--- config.mk ---
export PLATFORM = sky130hd
export DESIGN_NAME = laplace_char_uart_tx
export DESIGN_NICKNAME = d
export VERILOG_FILES = /design/src/rtl/laplace_char_uart_tx.sv
export SDC_FILE = /design/constraint.sdc
export NUM_CORES = 1
export LEC_CHECK = 0
export ABC_AREA = 1
export CAP_MARGIN = 20
export CORE_ASPECT_RATIO = 0.6
export CORE_MARGIN = 1
export CORE_UTILIZATION = 45
export CTS_CLUSTER_SIZE = 16
export DETAILED_ROUTE_END_ITERATION = 10
export PLACE_DENSITY = 0.63
export SYNTH_ARGS = -nofsm -noshare
export SYNTH_HDL_FRONTEND = slang
export SYNTH_SLANG_ARGS = --single-unit
--- constraint.sdc ---
create_clock -name clk -period 2.29 [get_ports clk]
set_clock_uncertainty 0.15 [all_clocks]
set_input_delay 0.687 -clock clk [delete_from_list [all_inputs] [get_ports clk]]
set_output_delay 0.687 -clock clk [all_outputs]
set_load 0.005 [all_outputs]
--- src/rtl/laplace_char_uart_tx.sv ---
// UART 8N1 transmitter with a small character FIFO, fed by the Laplace LUT stream.
// Optional even-parity bit between data and stop when LAPLACE_UART_TX_PARITY_EN is defined.
module laplace_char_uart_tx #(
    parameter int CLKS_PER_BIT = 8,
    parameter int FIFO_DEPTH   = 4,
    parameter int CNT_W        = $clog2(FIFO_DEPTH) + 1
) (
    input  logic             clk,
    input  logic             rst,
    input  logic [7:0]       char_in,
    input  logic             char_valid,
    output logic             char_ready,
    output logic             tx,
    output logic             busy,
    output logic [CNT_W-1:0] fifo_count,
    output logic             overflow
);

    localparam int PTR_W  = $clog2(FIFO_DEPTH);
    localparam int BAUD_W = $clog2(CLKS_PER_BIT);
    localparam logic [CNT_W-1:0]  DEPTH_C   = CNT_W'(FIFO_DEPTH);
    localparam logic [BAUD_W-1:0] BAUD_LAST = BAUD_W'(CLKS_PER_BIT - 1);

    typedef enum logic [2:0] {
        ST_IDLE,
        ST_START,
        ST_DATA,
`ifdef LAPLACE_UART_TX_PARITY_EN
        ST_PARITY,
`endif
        ST_STOP
    } state_t;

    state_t            state_q, state_d;
    logic [BAUD_W-1:0] baud_q, baud_d;
    logic [2:0]        bit_q, bit_d;
    logic [7:0]        shift_q, shift_d;
    logic              tx_q, tx_d;
    logic              overflow_q, overflow_d;
`ifdef LAPLACE_UART_TX_PARITY_EN
    logic              parity_q, parity_d;
`endif

    logic [7:0]        mem_q [FIFO_DEPTH];
    logic [7:0]        mem_d [FIFO_DEPTH];
    logic [PTR_W-1:0]  wr_ptr_q, wr_ptr_d;
    logic [PTR_W-1:0]  rd_ptr_q, rd_ptr_d;
    logic [CNT_W-1:0]  fifo_count_q, fifo_count_d;

    logic              push;
    logic              pop;
    logic              baud_last;
    logic [7:0]        head;

    // Full blocks pushes even when a pop happens in the same cycle.
    assign char_ready = (fifo_count_q < DEPTH_C);
    assign push       = char_valid && char_ready;
    assign head       = mem_q[rd_ptr_q];
    assign baud_last  = (baud_q == BAUD_LAST);

    assign tx         = tx_q;
    assign busy       = (state_q != ST_IDLE) || (fifo_count_q != '0);
    assign fifo_count = fifo_count_q;
    assign overflow   = overflow_q;

    always_comb begin
        mem_d = mem_q;
        if (push) begin
            mem_d[wr_ptr_q] = char_in;
        end
    end

    always_comb begin
        wr_ptr_d     = wr_ptr_q;
        rd_ptr_d     = rd_ptr_q;
        fifo_count_d = fifo_count_q;
        if (push) begin
            wr_ptr_d = wr_ptr_q + PTR_W'(1);
        end
        if (pop) begin
            rd_ptr_d = rd_ptr_q + PTR_W'(1);
        end
        unique case ({push, pop})
            2'b10:   fifo_count_d = fifo_count_q + CNT_W'(1);
            2'b01:   fifo_count_d = fifo_count_q - CNT_W'(1);
            default: fifo_count_d = fifo_count_q;
        endcase
        overflow_d = overflow_q || (char_valid && !char_ready);
    end

    always_comb begin
        state_d  = state_q;
        baud_d   = baud_q + BAUD_W'(1);
        bit_d    = bit_q;
        shift_d  = shift_q;
        tx_d     = tx_q;
        pop      = 1'b0;
`ifdef LAPLACE_UART_TX_PARITY_EN
        parity_d = parity_q;
`endif
        unique case (state_q)
            ST_IDLE: begin
                tx_d   = 1'b1;
                baud_d = '0;
                if (fifo_count_q != '0) begin
                    pop     = 1'b1;
                    shift_d = head;
                    tx_d    = 1'b0;
                    state_d = ST_START;
`ifdef LAPLACE_UART_TX_PARITY_EN
                    parity_d = ^head;
`endif
                end
            end
            ST_START: begin
                if (baud_last) begin
                    baud_d  = '0;
                    bit_d   = '0;
                    tx_d    = shift_q[0];
                    state_d = ST_DATA;
                end
            end
            ST_DATA: begin
                if (baud_last) begin
                    baud_d = '0;
                    if (bit_q == 3'd7) begin
`ifdef LAPLACE_UART_TX_PARITY_EN
                        tx_d    = parity_q;
                        state_d = ST_PARITY;
`else
                        tx_d    = 1'b1;
                        state_d = ST_STOP;
`endif
                    end else begin
                        shift_d = shift_q >> 1;
                        tx_d    = shift_q[1];
                        bit_d   = bit_q + 3'd1;
                    end
                end
            end
`ifdef LAPLACE_UART_TX_PARITY_EN
            ST_PARITY: begin
                if (baud_last) begin
                    baud_d  = '0;
                    tx_d    = 1'b1;
                    state_d = ST_STOP;
                end
            end
`endif
            ST_STOP: begin
                if (baud_last) begin
                    baud_d = '0;
                    // Chain straight into the next start bit when data is waiting.
                    if (fifo_count_q != '0) begin
                        pop     = 1'b1;
                        shift_d = head;
                        tx_d    = 1'b0;
                        state_d = ST_START;
`ifdef LAPLACE_UART_TX_PARITY_EN
                        parity_d = ^head;
`endif
                    end else begin
                        state_d = ST_IDLE;
                    end
                end
            end
            default: begin
                baud_d  = '0;
                tx_d    = 1'b1;
                state_d = ST_IDLE;
            end
        endcase
    end

    always_ff @(posedge clk or posedge rst) begin
        if (rst) begin
            state_q      <= ST_IDLE;
            baud_q       <= '0;
            bit_q        <= '0;
            shift_q      <= '0;
            tx_q         <= 1'b1;
            overflow_q   <= 1'b0;
            wr_ptr_q     <= '0;
            rd_ptr_q     <= '0;
            fifo_count_q <= '0;
`ifdef LAPLACE_UART_TX_PARITY_EN
            parity_q     <= 1'b0;
`endif
            for (int unsigned i = 0; i < FIFO_DEPTH; i++) begin
                mem_q[i] <= '0;
            end
        end else begin
            state_q      <= state_d;
            baud_q       <= baud_d;
            bit_q        <= bit_d;
            shift_q      <= shift_d;
            tx_q         <= tx_d;
            overflow_q   <= overflow_d;
            wr_ptr_q     <= wr_ptr_d;
            rd_ptr_q     <= rd_ptr_d;
            fifo_count_q <= fifo_count_d;
`ifdef LAPLACE_UART_TX_PARITY_EN
            parity_q     <= parity_d;
`endif
            for (int unsigned i = 0; i < FIFO_DEPTH; i++) begin
                mem_q[i] <= mem_d[i];
            end
        end
    end

endmodule

After elaboration in Yosys (flattened, before gate mapping). Index checks and enable logic that the tools add are counted. W data, S select, Z words.

Bitwise logic cells: 2. Equal/unequal tests: 14. Reductions and logical operators: 17. Magnitude comparators: 4. Mux-type cells: 35. Add/subtract/negate cells: 6.

Operators by type and width (count): $mux W8 (7); $bwmux W32 (1); $mux W3 (10); $pmux W8 S3 (1); $bmux W8 S2 (1); $demux W8 S2 (1); $ne A2 B2 Y1 const B (7); $pmux W3 S2 (2); $pmux W3 S4 (1); $reduce_and A4 Y1 (3); $add A3 B1 Y3 const B (3); $mux W1 (9); $reduce_bool A3 Y1 (3); $eq A3 B2 Y1 const B (2); $eq A3 B3 Y1 const B (2); $ge A3 B3 Y1 const B (2); $not A2 Y3 (2); $reduce_and A5 Y1 (1); $add A2 B1 Y2 const B (2); $pmux W1 S4 (1); $reduce_bool A2 Y1 (2); $eq A3 B1 Y1 const B (1); $logic_and A1 B1 Y1 (3); $logic_not A3 Y1 (1); other kinds (9) (10).

Flip-flop bits (word level): 58. Output and inout bits: 7.

Logic depth before layout (Yosys ltp). Gate-level depths: netlist of the first run.

Word-level depth: 7. Mapped depth: 11. Depth with buffers taken out: 11.

Worst setup path after synthesis of the first run. No wires, ideal clock.

Kind: register -> register. Start: reg state_q[0]. End: reg fifo_count_q[2] (netlist: fifo_count[2]). Path slack: 115 ps. Arrival: 1894 ps. Setup time: 131 ps. Cell stages (with the launch flop): 12. Clock period less this slack: 2175 ps. Path through: dfrtp_1 -> inv_1 -> ha_1 -> inv_1 -> nand2_1 -> nor2_4 -> ha_1 -> inv_1 -> fa_1 -> a21oi_1 -> o21ai_0 -> xor2_1.

Longest elaborated chain between the ends: 4.

Ends and longest elaborated chain: start, declared (RTL line 34) `state_t state_q, state_d;`; start signal, assigned (RTL line 193) `state_q <= state_d;`; $eq A3 B2 Y1 / $logic_not A3 Y1 (equally long branches) (RTL line 101) `unique case (state_q)`; $pmux W1 S2 * (RTL line 101); net pop (RTL line 51) `logic pop;`; $eq A2 B1 Y1 / $eq A2 B2 Y1 (equally long branches) (RTL line 83) `unique case ({push, pop})`; $pmux W3 S2 / $reduce_bool A2 Y1 (equally long branches); end signal, assigned (RTL line 201) `fifo_count_q <= fifo_count_d;`; end, declared (RTL line 48) `logic [CNT_W-1:0] fifo_count_q, fifo_count_d;`.

The timed path passes the listed nets; every way through them passes the cells marked *. A chain may end at the register's enable or synchronous reset.

Worst setup path in the final report of the first run.
Start: reg fifo_count_q[1] (netlist: fifo_count[1]). End: out busy.

Longest elaborated chain between the ends: 2.

Ends and longest elaborated chain: $reduce_bool A3 Y1 (RTL line 62) `assign busy = (state_q != ST_IDLE) || (fifo_count_q != '0);`; $logic_or A1 B1 Y1 (RTL line 62); end, declared (RTL line 14) `output logic busy,`.

Every way passes these cells.

==> impl_metrics.tcl, run 1 <==
set metrics [dict create \
    drtAntennaViolNets 0 \
    async_flop_share 1.00 \
    crit_slowest_cell "dfrtp_1" \
    synth_commonest_cells "nand2_1, dfrtp_1, inv_1" \
    cts_hold_buf 0 \
    die-area_sq_um 6910 \
    track_usage 0.195 \
    clk_path_buf_depth 2 \
    cap_violations 0 \
    rr_endpoint "fifo_count[1]$_DFFE_PP0P_" \
    wl_mm 5.81 \
    core_sq_um 6220 \
    start_kind "flop" \
    drt_iter0_drc 101 \
    required_ps 1450 \
    r2r_setup_slack_ps 120 \
    fmax_ghz 0.454 \
    worst_pin_slew_ps 313 \
    yosys_most_used_dff "dfrtp_1" \
    max_stage_delay_ps 400 \
    hold_path_class "reg2reg" \
    cts_root_buffer "clkbuf_8" \
    seq_area_frac_synth 0.483 \
    syn_inst 340 \
    start_util 0.475 \
    timing.final.crit_share 0.962 \
    synthTopCellsByArea "dfrtp_1, nand2_1, ha_1, o21ai_2, nand3_1" \
    critical_path_class "reg2out" \
    drv_slew 0 \
    outcome "finished clean" \
    setup_viol 0 \
    cts_tree "built" \
    numCtsBuffers 9 \
    n_antenna_cell 0 \
    ir_worst_vdd_uv 651 \
    gp_congestion 0.810 \
    power-per-cell-area_nw_per_um2 1460 \
    holdPathEnd "baud_q[0]$_DFF_PP0_" \
    dieHeight_um 64.8 \
    drc 0 \
    cp.arrival_ps 1370 \
    power.leakage_nw 1.78 \
    reg2reg_depth 8 \
    io-pin-count 18 \
    hp-start "baud_q[0]$_DFF_PP0_" \
    synth.distinct_cells 29 \
    avgSynthCellArea_sq_um 8.70 \
    fin_crit_ps 2200 \
    path_clk_slew_ps 60 \
    vias_per_cell 4.85 \
    route.detailed.wl_per_inst_um 12.5 \
    nNetsFinal 401 \
    core.rowCount 22 \
    ys_warn_count 0 \
    final_core_util 0.565 \
    overflow 0 \
    antenna_found_initial 0 \
    critical_path.endpoint_type "output pin" \
    synth_top_area_frac 0.474 \
    hold_viol_final 0 \
    cts_max_level 3 \
    synth_nets 366 \
    ys_seq_elements 57 \
    area_growth_pct 18.8 \
    synth.most_common_cell "nand2_1" \
    dr_total_vias 2251 \
    drive_above_1_share 0.200 \
    synth-edff-count 0 \
    rsz0062_at_grt "true" \
    numPortBuffers 17 \
    path_max_fanout 4 \
    grt_pass1_wl_mm 10.1 \
    drt_first_pass_iters 5 \
    synth_area_sq_um 2960 \
    fin_cells 464 \
    slew_headroom 0.791 \
    placed_cells 444 \
    die_w_um 107 \
    grt_pass1_vias 2102 \
    reg2reg_from "baud_q[0]$_DFF_PP0_" \
    cp_cell_sequence "inv_2 -> nand3_4 -> nor2_4 -> inv_1 -> dlygate4sd2_1" \
    grt_max_degree 58 \
    dp_hpwl_mm 3.90 \
    holdWs_ps 291 \
    critPathLaunch "fifo_count[1]$_DFFE_PP0P_" \
    numClockSinks 57 \
    clk_latency_ps 340 \
    synth_area_leader_cell "dfrtp_1" \
    whs_path_depth 1 \
]
[cells in the final DEF, fill, tap and decap left out]
cell / Yosys / layout
inv_4: 1 / 1
nand4_2: 1 / 1
nor2_4: 2 / 3
o21ai_1: 18 / 19
nand3_4: 1 / 2
dlygate4sd2_1: 0 / 2
inv_2: 4 / 10
o21ai_2: 17 / 17
nor2_1: 7 / 6
buf_4: 2 / 16
nand2_1: 121 / 121
ha_1: 14 / 10
xnor2_1: 2 / 2
clkinv_2: 0 / 2
ha_4: 0 / 2
bufinv_16: 0 / 1
dfstp_2: 1 / 1
inv_1: 32 / 26
fa_2: 0 / 1
nor3_1: 1 / 1
o21bai_1: 1 / 1
nand2_2: 2 / 2
ha_2: 0 / 2
nand2_4: 4 / 4
clkbuf_8: 0 / 10
dfrtp_1: 56 / 56
clkdlybuf4s50_1: 0 / 15
a21oi_1: 4 / 4
buf_12: 0 / 1
xor2_1: 3 / 3
clkbuf_1: 0 / 3
o21ai_0: 8 / 7
o31ai_1: 1 / 1
nand3_1: 26 / 26
or2_1: 1 / 1
[power breakdown]
group | switching [W] | total, W | internal, W
registers | 0.000260 | 0.00173 | 0.00147
clock network | 0.000398 | 0.000927 | 0.000530
logic | 0.00143 | 0.00246 | 0.00103
[cells by family (layout without fill, tap and decap cells)]
group	Yosys count	count (layout)	share of synthesized area
DFF	57	57	0.483
adders and majority gates	15	15	0.0660
and+or+nand+nor	167	167	0.251
buffers and inverters	47	87	0.0791
AOI/OAI and AO/OA	49	49	0.106
xor gates and xnor gates	5	5	0.0148
[layout make-up]
cell class                      instances  area, sq um
Fill cell                             597         2710
Sequential cell                        57         1430
Multi-Input combinational cell        236         1340
Timing Repair Buffer                   34          308
Clock buffer                           13          149
Inverter                               37          141
Tap cell                               84          105
Clock inverter                          3         40.0
[flip-flops by register name (all words and copies together), names as in the netlist]
name / flops
mem_q: 32
shift_q: 8
baud_q: 3
bit_q: 3
fifo_count: 3
rd_ptr_q: 2
state_q: 2
wr_ptr_q: 2
overflow: 1
tx: 1
[through the flow]
| stage | TNS (ps) | setup slack, ps | instance area, sq um | total power, W |
|---|---|---|---|---|
| 2_1_floorplan | 0 | 55.0 | 2960 | 0.00346 |
| 3_3_place_gp | -278 | -211 | 3250 | 0.00403 |
| 3_5_place_dp | -337 | -229 | 3250 | 0.00408 |
| 4_1_cts | 0 | 15.4 | 3470 | 0.00508 |
| 5_1_grt | -2.82 | -2.82 | 3510 | 0.00558 |
| 6_report | 0 | 87.1 | 3510 | 0.00512 |
[worst max path at each step]
stage | end | slack [ps] | depth (start not counted)
after floorplan | baud_q[0]$_DFF_PP0_ | 60 | 1
after global placement | fifo_count[2]$_DFFE_PP0P_ | -210 | 10
after detailed placement | fifo_count[2]$_DFFE_PP0P_ | -230 | 10
after CTS | busy | 20 | 6
after global routing | busy | -3 | 5
final | busy | 90 | 5
[critical path: cells and delay by family (launching register included)]
family,cells,cell delay [ps]
buffers and inverters,3,410
DFF,1,400
and+or+nand+nor,2,210
[layer usage]
metal	track usage	vias to the layer above	share of wire
met5	0	-	0
met2	0.268	57	0.39
li1	-	1145	-
met3	0.0734	7	0.061
met1	0.284	1042	0.53
met4	0.0514	0	0.010
[what timing repair did]
item / CTS / global route
endpoints found under the setup margin: 2 / 3
setup buffers: 4 / 0
gates resized for setup: 8 / 10
pin swaps: 1 / 2
Power figures use the tool's default switching activity.
==> run 2: changes to the inputs <==
CTS_CLUSTER_DIAMETER = 200   (was not set)
==> results of run 2 <==
Final layout, timing and power as in run 1 (identical DEF).
==> run 3: changes to the inputs <==
CORE_ASPECT_RATIO = 0.7   (was 0.6)
==> impl_metrics.tcl, run 3 (synthesized netlist as in run 1, its figures left out) <==
set metrics [dict create \
    outcome "finished clean" \
    setup_viol 0 \
    crit_slowest_cell "dfrtp_1" \
    critical_path_class "reg2out" \
    reg2reg_from "baud_q[0]$_DFF_PP0_" \
    ir_worst_vdd_uv 513 \
    io-pin-count 18 \
    core.rowCount 24 \
    clk_path_buf_depth 2 \
    drtAntennaViolNets 0 \
    required_ps 1450 \
    drc 0 \
    numCtsBuffers 9 \
    hp-start "baud_q[0]$_DFF_PP0_" \
    hold_path_class "reg2reg" \
    grt_max_degree 58 \
    clk_latency_ps 330 \
    fmax_ghz 0.456 \
    drt_iter0_drc 107 \
    critPathLaunch "fifo_count[1]$_DFFE_PP0P_" \
    drt_first_pass_iters 4 \
    power.leakage_nw 1.81 \
    area_growth_pct 19.4 \
    timing.final.crit_share 0.958 \
    vias_per_cell 4.70 \
    hold_viol_final 0 \
    path_clk_slew_ps 60 \
    cts_root_buffer "clkbuf_8" \
    cts_max_level 3 \
    core_sq_um 6280 \
    critPathBufInv 3 \
    totalPowerFinal_w 0.00518 \
    largest_reg_flops 32 \
    top_register "mem_q" \
    holdPathEnd "baud_q[0]$_DFF_PP0_" \
    critPathTopFamily "buffers and inverters" \
    cts_hold_buf 0 \
    r2r_setup_slack_ps 170 \
    cp_cell_sequence "inv_2 -> nand3_4 -> nor2_4 -> inv_1 -> dlygate4sd2_1" \
    dieHeight_um 69.8 \
    gp_congestion 0.750 \
    cts_tree "built" \
    path_max_fanout 4 \
    cap_violations 0 \
    overflow 0 \
    wl_mm 5.79 \
    die_w_um 98.9 \
    max_stage_delay_ps 410 \
    numClockSinks 57 \
    tns_ps 0 \
    start_kind "flop" \
    reg2reg_depth 10 \
    fin_area_sq_um 3530 \
    final_common_cell "nand2_1" \
    placed_cells 438 \
    dp_hpwl_mm 3.80 \
    dr_total_vias 2162 \
    critical_path.endpoint_type "output pin" \
    track_usage 0.193 \
    fin_cells 460 \
    whs_path_depth 1 \
    worst_pin_slew_ps 310 \
    fin_crit_ps 2190 \
    slew_headroom 0.793 \
    final_cell_mix "nand2_1, dfrtp_1, inv_1, nand3_1" \
    grt_pass1_vias 2048 \
    grt_pass1_wl_mm 10.1 \
    rr_endpoint "fifo_count[2]$_DFFE_PP0P_" \
    n_antenna_cell 0 \
    start_util 0.471 \
    drv_slew 0 \
    numPortBuffers 17 \
    die-area_sq_um 6900 \
    cp.arrival_ps 1360 \
    reg_top3 "mem_q (32), shift_q (8)" \
    route.detailed.wl_per_inst_um 12.6 \
    nNetsFinal 403 \
    placed_area_sq_um 3240 \
    antenna_found_initial 0 \
    drive_above_1_share 0.204 \
    power-per-cell-area_nw_per_um2 1470 \
]
-- run 3: worst register-to-register path: cells and delay by family (launching register included) --
kind / cells / cell delay [ps]
flops: 1 / 360
buf+inv: 1 / 60
simple gates: 1 / 120
xor+xnor: 1 / 150
fa+ha+maj: 4 / 840
compound gates: 3 / 320
-- run 3: final cells by class --
type                       instances  area [sq um]
timing repair buffer              36           323
clock buffer                      14           173
clock inverter                     2          35.0
inverter                          37           141
fill                             552          2750
tap                               78          97.6
sequential                        57          1430
multi-input combinational        236          1330
-- run 3: how the worst max path moves through the flow --
stage,cells past startpoint,endpoint
2_1_floorplan,1,baud_q[0]$_DFF_PP0_
4_1_cts,5,busy
5_1_grt,10,fifo_count[2]$_DFFE_PP0P_
3_3_place_gp,10,fifo_count[2]$_DFFE_PP0P_
6_report,5,busy
3_5_place_dp,10,fifo_count[2]$_DFFE_PP0P_
-- run 3: what timing repair did --
item                                    in CTS  in global routing
hold endpoints to repair                     0                  0
cloned                                       0                  0
setup buffers                                4                  2
resized for setup                            6                  9
endpoints found under the setup margin       2                  3
pin swaps                                    2                  2
-- run 3: power by group --
| group | internal [W] | leakage, nW | switching [W] |
|---|---|---|---|
| Combinational | 0.00104 | 0.986 | 0.00143 |
| Clock | 0.000591 | 0.107 | 0.000385 |
| Sequential | 0.00147 | 0.713 | 0.000264 |
-- run 3: stage by stage --
stage / util / setup WS, ps / hold WS (ps)
after floorplan: - / 55.0 / 265
after global placement: 0.517 / -218 / 279
after detailed placement: 0.517 / -253 / 284
after CTS: 0.555 / 1.38 / 292
after global routing: 0.562 / -5.80 / 317
final: 0.562 / 96.0 / 296
-- run 3: layer usage --
| metal | part of all wire | GRT usage |
|---|---|---|
| met5 | 0 | 0 |
| met3 | 0.032 | 0.0484 |
| met1 | 0.55 | 0.290 |
| met2 | 0.40 | 0.263 |
| met4 | 0.012 | 0.0746 |
